## config.mk

```make
export PLATFORM = sky130hd
export DESIGN_NAME = pc_sequencer
export DESIGN_NICKNAME = d
export VERILOG_FILES = /design/src/rtl/pc_sequencer.sv
export SDC_FILE = /design/constraint.sdc
export NUM_CORES = 1
export LEC_CHECK = 0
export CORE_UTILIZATION = 45
export CTS_BUF_LIST = sky130_fd_sc_hd__clkbuf_8
export DETAILED_ROUTE_END_ITERATION = 6
export PLACE_DENSITY = 0.81
export SYNTH_ARGS = -nofsm -noshare
export SYNTH_HDL_FRONTEND = slang
export SYNTH_SLANG_ARGS = --single-unit
```

## constraint.sdc

```tcl
create_clock -name Clk -period 2.12 [get_ports Clk]
set_input_delay 0.636 -clock Clk [delete_from_list [all_inputs] [get_ports Clk]]
set_output_delay 0.636 -clock Clk [all_outputs]
set_load 0.05 [all_outputs]
```

## src/rtl/pc_sequencer.sv

```systemverilog
// Program-counter sequencer: IDLE/RUN/JUMP/HALT control with a two-cycle taken-jump
// through an external target lookup table.
// Optional feature macro: PC_RETURN_STACK_EN adds a 4-entry call/return stack.
module pc_sequencer #(
    parameter int unsigned D           = 12,
    parameter int unsigned NUM_TARGETS = 10
) (
    input  logic         Clk,
    input  logic         Reset_n,
    input  logic         Start,
    input  logic         Stall,
    input  logic         BranchEn,
    input  logic         Taken,
    input  logic [3:0]   LutIdx,
    input  logic [D-1:0] Target,
    input  logic         Halt,
    input  logic         Call,
    input  logic         Ret,
    output logic [2:0]   Addr,
    output logic         ThirdBit,
    output logic [D-1:0] PC,
    output logic         Running,
    output logic         Done,
    output logic         BadIdx,
    output logic         StackErr
);

    localparam int unsigned LUT_W = 4;

    typedef enum logic [1:0] {IDLE, RUN, JUMP, HALT} state_e;

    state_e             state_q, state_d;
    logic [D-1:0]       pc_q, pc_d;
    logic [LUT_W-1:0]   lut_q, lut_d;
    logic               bad_q, bad_d;
    logic               running_q, running_d;
    logic               done_q, done_d;
    logic [D-1:0]       pc_inc_c;
    logic               idx_ok_c;
    logic               jump_req_c;

`ifdef PC_RETURN_STACK_EN
    localparam int unsigned STK_DEPTH = 4;
    localparam int unsigned CNT_W     = 3;

    // Entry 0 is the top of stack; pushing shifts toward the bottom so a
    // push into a full stack naturally discards the oldest entry.
    logic [STK_DEPTH-1:0][D-1:0] stk_q, stk_d;
    logic [CNT_W-1:0]            cnt_q, cnt_d;
    logic                        serr_q, serr_d;
`else
    logic unused_call_ret;
    assign unused_call_ret = Call ^ Ret;
`endif

    assign pc_inc_c   = pc_q + D'(1);
    assign idx_ok_c   = (32'(LutIdx) < NUM_TARGETS);
    assign jump_req_c = BranchEn && Taken;

    // State and datapath registers; reset abandons any jump in flight.
    always_ff @(posedge Clk or negedge Reset_n) begin
        if (!Reset_n) begin
            state_q   <= IDLE;
            pc_q      <= '0;
            lut_q     <= '0;
            bad_q     <= 1'b0;
            running_q <= 1'b0;
            done_q    <= 1'b0;
`ifdef PC_RETURN_STACK_EN
            stk_q     <= '0;
            cnt_q     <= '0;
            serr_q    <= 1'b0;
`endif
        end else begin
            state_q   <= state_d;
            pc_q      <= pc_d;
            lut_q     <= lut_d;
            bad_q     <= bad_d;
            running_q <= running_d;
            done_q    <= done_d;
`ifdef PC_RETURN_STACK_EN
            stk_q     <= stk_d;
            cnt_q     <= cnt_d;
            serr_q    <= serr_d;
`endif
        end
    end

    // Next-state, next-PC and status decode.
    always_comb begin
        state_d = state_q;
        pc_d    = pc_q;
        lut_d   = lut_q;
        bad_d   = 1'b0;
`ifdef PC_RETURN_STACK_EN
        stk_d   = stk_q;
        cnt_d   = cnt_q;
        serr_d  = serr_q;
`endif
        case (state_q)
            IDLE: begin
                pc_d = '0;
                if (Start) begin
                    state_d = RUN;
`ifdef PC_RETURN_STACK_EN
                    serr_d  = 1'b0;
`endif
                end
            end
            RUN: begin
                if (Halt) begin
                    state_d = HALT;
                end else if (Stall) begin
                    state_d = RUN;
                end else if (jump_req_c && idx_ok_c) begin
                    lut_d   = LutIdx;
                    state_d = JUMP;
`ifdef PC_RETURN_STACK_EN
                    if (Call) begin
                        for (int i = STK_DEPTH - 1; i > 0; i--) begin
                            stk_d[i] = stk_q[i-1];
                        end
                        stk_d[0] = pc_inc_c;
                        if (cnt_q == CNT_W'(STK_DEPTH)) begin
                            serr_d = 1'b1;
                        end else begin
                            cnt_d = cnt_q + CNT_W'(1);
                        end
                    end
`endif
                end else if (jump_req_c) begin
                    pc_d  = pc_inc_c;
                    bad_d = 1'b1;
                end
`ifdef PC_RETURN_STACK_EN
                else if (Ret) begin
                    if (cnt_q == '0) begin
                        pc_d   = pc_inc_c;
                        serr_d = 1'b1;
                    end else begin
                        pc_d = stk_q[0];
                        for (int i = 0; i < STK_DEPTH - 1; i++) begin
                            stk_d[i] = stk_q[i+1];
                        end
                        stk_d[STK_DEPTH-1] = '0;
                        cnt_d = cnt_q - CNT_W'(1);
                    end
                end
`endif
                else begin
                    pc_d = pc_inc_c;
                end
            end
            JUMP: begin
                pc_d    = Target;
                state_d = Halt ? HALT : RUN;
            end
            HALT: begin
                if (Start) begin
                    pc_d    = '0;
                    state_d = RUN;
`ifdef PC_RETURN_STACK_EN
                    serr_d  = 1'b0;
`endif
                end
            end
            default: state_d = IDLE;
        endcase
        running_d = (state_d == RUN) || (state_d == JUMP);
        done_d    = (state_d == HALT);
    end

    assign Addr     = lut_q[2:0];
    assign ThirdBit = lut_q[3];
    assign PC       = pc_q;
    assign Running  = running_q;
    assign Done     = done_q;
    assign BadIdx   = bad_q;
`ifdef PC_RETURN_STACK_EN
    assign StackErr = serr_q;
`else
    assign StackErr = 1'b0;
`endif

endmodule

```

==> impl_metrics.json, run 1 <==
{
  "ys_warn_count": 0,
  "start_kind": "flop",
  "postCtsResizedCells": 0,
  "port_buffers": 41,
  "setup_violations": 0,
  "cts_hold_buf": 0,
  "overflow": 0,
  "io_pins": 45,
  "grt_util_all_layers_pct": 23.0,
  "path_clk_slew_ns": 0.08,
  "cts_tree": "yes",
  "core_area_um2": 2570,
  "netlist_area_um2": 1270,
  "yosysTopAreaCell": "dfrtp_1",
  "grt_pass1_vias": 1194,
  "p_leak_nw": 0.789,
  "drcViolationCount": 0,
  "yosysTopAreaCellShare_pct": 41.3,
  "holdCritPathClass": "flop to flop",
  "synth_cell_types": 46,
  "worstPathArrival_ns": 1.41,
  "fin_cells": 213,
  "antenna_cells": 0,
  "power_density_nw_per_um2": 1440,
  "netlist_instances": 133,
  "ys_seq_elements": 21,
  "critPathKind": "flop to output pin",
  "cts_buffer_depth": 2,
  "cts.sinks": 21,
  "cp_num_buf_inv": 1,
  "htreeDepth": 1,
  "period_share_pct": 96.6,
  "outcome": "finished, final reports clean",
  "ys_async_sr_fraction_pct": 100,
  "die_w_um": 55.2,
  "drv_slew": 0,
  "die_area_um2": 3040,
  "initial_core_util_pct": 49.6,
  "fin_setup_tns_ns": 0,
  "yosysSeqAreaShare_pct": 41.3,
  "dr_wl_met2_um": 1580,
  "ant_nets": 0,
  "vias": 1243,
  "wl_met1_um": 1300,
  "nNetsFinal": 214,
  "cp-end-kind": "output pin",
  "dr.pass1.iters": 4,
  "gp_congestion": 0.822,
  "cp_slowest_cell": "clkdlybuf4s50_1",
  "highest_layer": "met4",
  "synth_ff_type": "dfrtp_1",
  "area_growth_pct": 40.3,
  "cts_root_buf": "clkbuf_8",
  "wl_per_cell_um": 14.7,
  "path_max_fanout": 2,
  "drive_above_1_share_pct": 23.5,
  "grt_max_degree": 22,
  "synth_most_common_cell": "dfrtp_1",
  "hold_viol": 0,
  "drt-initial-drc-count": 21,
  "critPathTopFamily": "buffers and inverters",
  "grt_first_pass_wirelength_um": 4950,
  "required_ns": 1.48,
  "cts_inserted_buffers": 3,
  "fin_util_pct": 69.5,
  "max_stage_delay_ns": 0.80,
  "synth_edf_count": 0,
  "fin_crit_ns": 2.05,
  "irDropWorstVdd_mv": 0.921,
  "dp_cells": 209,
  "synth_area_leaders": "dfrtp_1, ha_1, nand3_1, o311ai_1, nand2_1",
  "std_cell_rows": 18,
  "routed_via_density": 5.84,
  "crit_path_cell_trace": "clkdlybuf4s50_1",
  "die_h_um": 55.2,
  "postCtsSetupBuffers": 0,
  "clkLatencyLatePin_ns": 0.26,
  "avgSynthCellArea_um2": 9.57,
  "dp_hpwl_um": 2390,
  "syn_nets": 163,
  "whs_ns": 0.499,
  "antenna_found_initial": 0,
  "max_freq_mhz": 488,
  "grt_setup_unrepaired": "false",
  "drt_wl_total_um": 3120,
  "wl_met3_um": 191,
  "finClkSkew_ns": 0.00274,
  "drv_cap": 0,
  "synth.top_cells.by_count": "dfrtp_1, nand3_1, nand2_1"
}
final cells by class:
cell class                 count  area [um^2]
tap                           30         37.5
clock buffer                   3         41.3
timing repair buffer          55          475
sequential                    21          526
inverter                       5         18.8
clock inverter                 1         3.75
multi-input combinational     98          683
fill                         219          782
per-layer routing:
metal	global-route usage (%)	up-vias
li1	-	598
met1	25.8	585
met2	40.8	52
met3	5.19	8
met4	10.8	0
met5	0	-
sequential cells by signal, indices dropped and copies added (netlist names):
signal,count
lut_q,4
PC,12
Done,1
Running,1
BadIdx,1
state_q,2
path summary, 6_finish.rpt:
check | from | to | slack [ns] | cells past startpoint
worst max-delay path | lut_q[0]$_DFFE_PN0P_ | Addr[0] | 0.07 | 1
worst min-delay path | lut_q[0]$_DFFE_PN0P_ | lut_q[0]$_DFFE_PN0P_ | 0.50 | 1
worst max register to register | state_q[0]$_DFF_PN0_ | Running$_DFF_PN0_ | 0.21 | 6
worst min register to register | lut_q[0]$_DFFE_PN0P_ | lut_q[0]$_DFFE_PN0P_ | 0.50 | 1
max in group asynchronous | Reset_n | state_q[0]$_DFF_PN0_ | 1.19 | 2
min in group asynchronous | Reset_n | PC[8]$_DFFE_PN0P_ | 0.71 | 2
layout by cell type, fill, tap and decap left out, drive strengths merged, types with 5 or more instances in the layout:
cell type       n
nand3          13
inv             6
nand2          10
clkdlybuf4s50  25
o311ai          5
ha              5
dfrtp          21
buf            30
a31oi           5
o21ai          11
per-stage QoR:
step           power, mW  setup WS (ns)  cell area (um^2)
2_1_floorplan       1.78          0.361              1270
3_3_place_gp        2.26         -0.114              1740
3_5_place_dp        2.32         -0.152              1740
4_1_cts             2.58         0.0663              1790
5_1_grt             2.74         0.0338              1790
6_report            2.57         0.0713              1790
logic make-up (layout without fill, tap and decap cells):
kind of cell / Yosys count / count (layout) / synth area share, %
buffers and inverters: 14 / 64 / 5.01
other: 1 / 1 / 0.295
AOI/OAI and AO/OA: 43 / 43 / 24.3
adders and majority gates: 5 / 5 / 4.92
DFF: 21 / 21 / 41.3
and+or+nand+nor: 44 / 44 / 19.6
muxes: 3 / 3 / 3.24
xor gates and xnor gates: 2 / 2 / 1.38
power breakdown:
part           internal (mW)  switching, mW
logic                  0.595           1.01
clock network          0.129          0.131
registers              0.551          0.162
Power figures use the tool's default switching activity.
==> inputs of run 2 (changes only) <==
- CTS_CLUSTER_SIZE: not set -> 25
- SETUP_SLACK_MARGIN: not set -> 0.02
==> results of run 2 <==
Same layout as run 1: the final DEF is identical, and so are final timing and power.
==> inputs of run 3 (changes only) <==
- ABC_CLOCK_PERIOD_IN_PS: not set -> 2120
==> results of run 3 <==
Same layout as run 1: the final DEF is identical, and so are final timing and power.
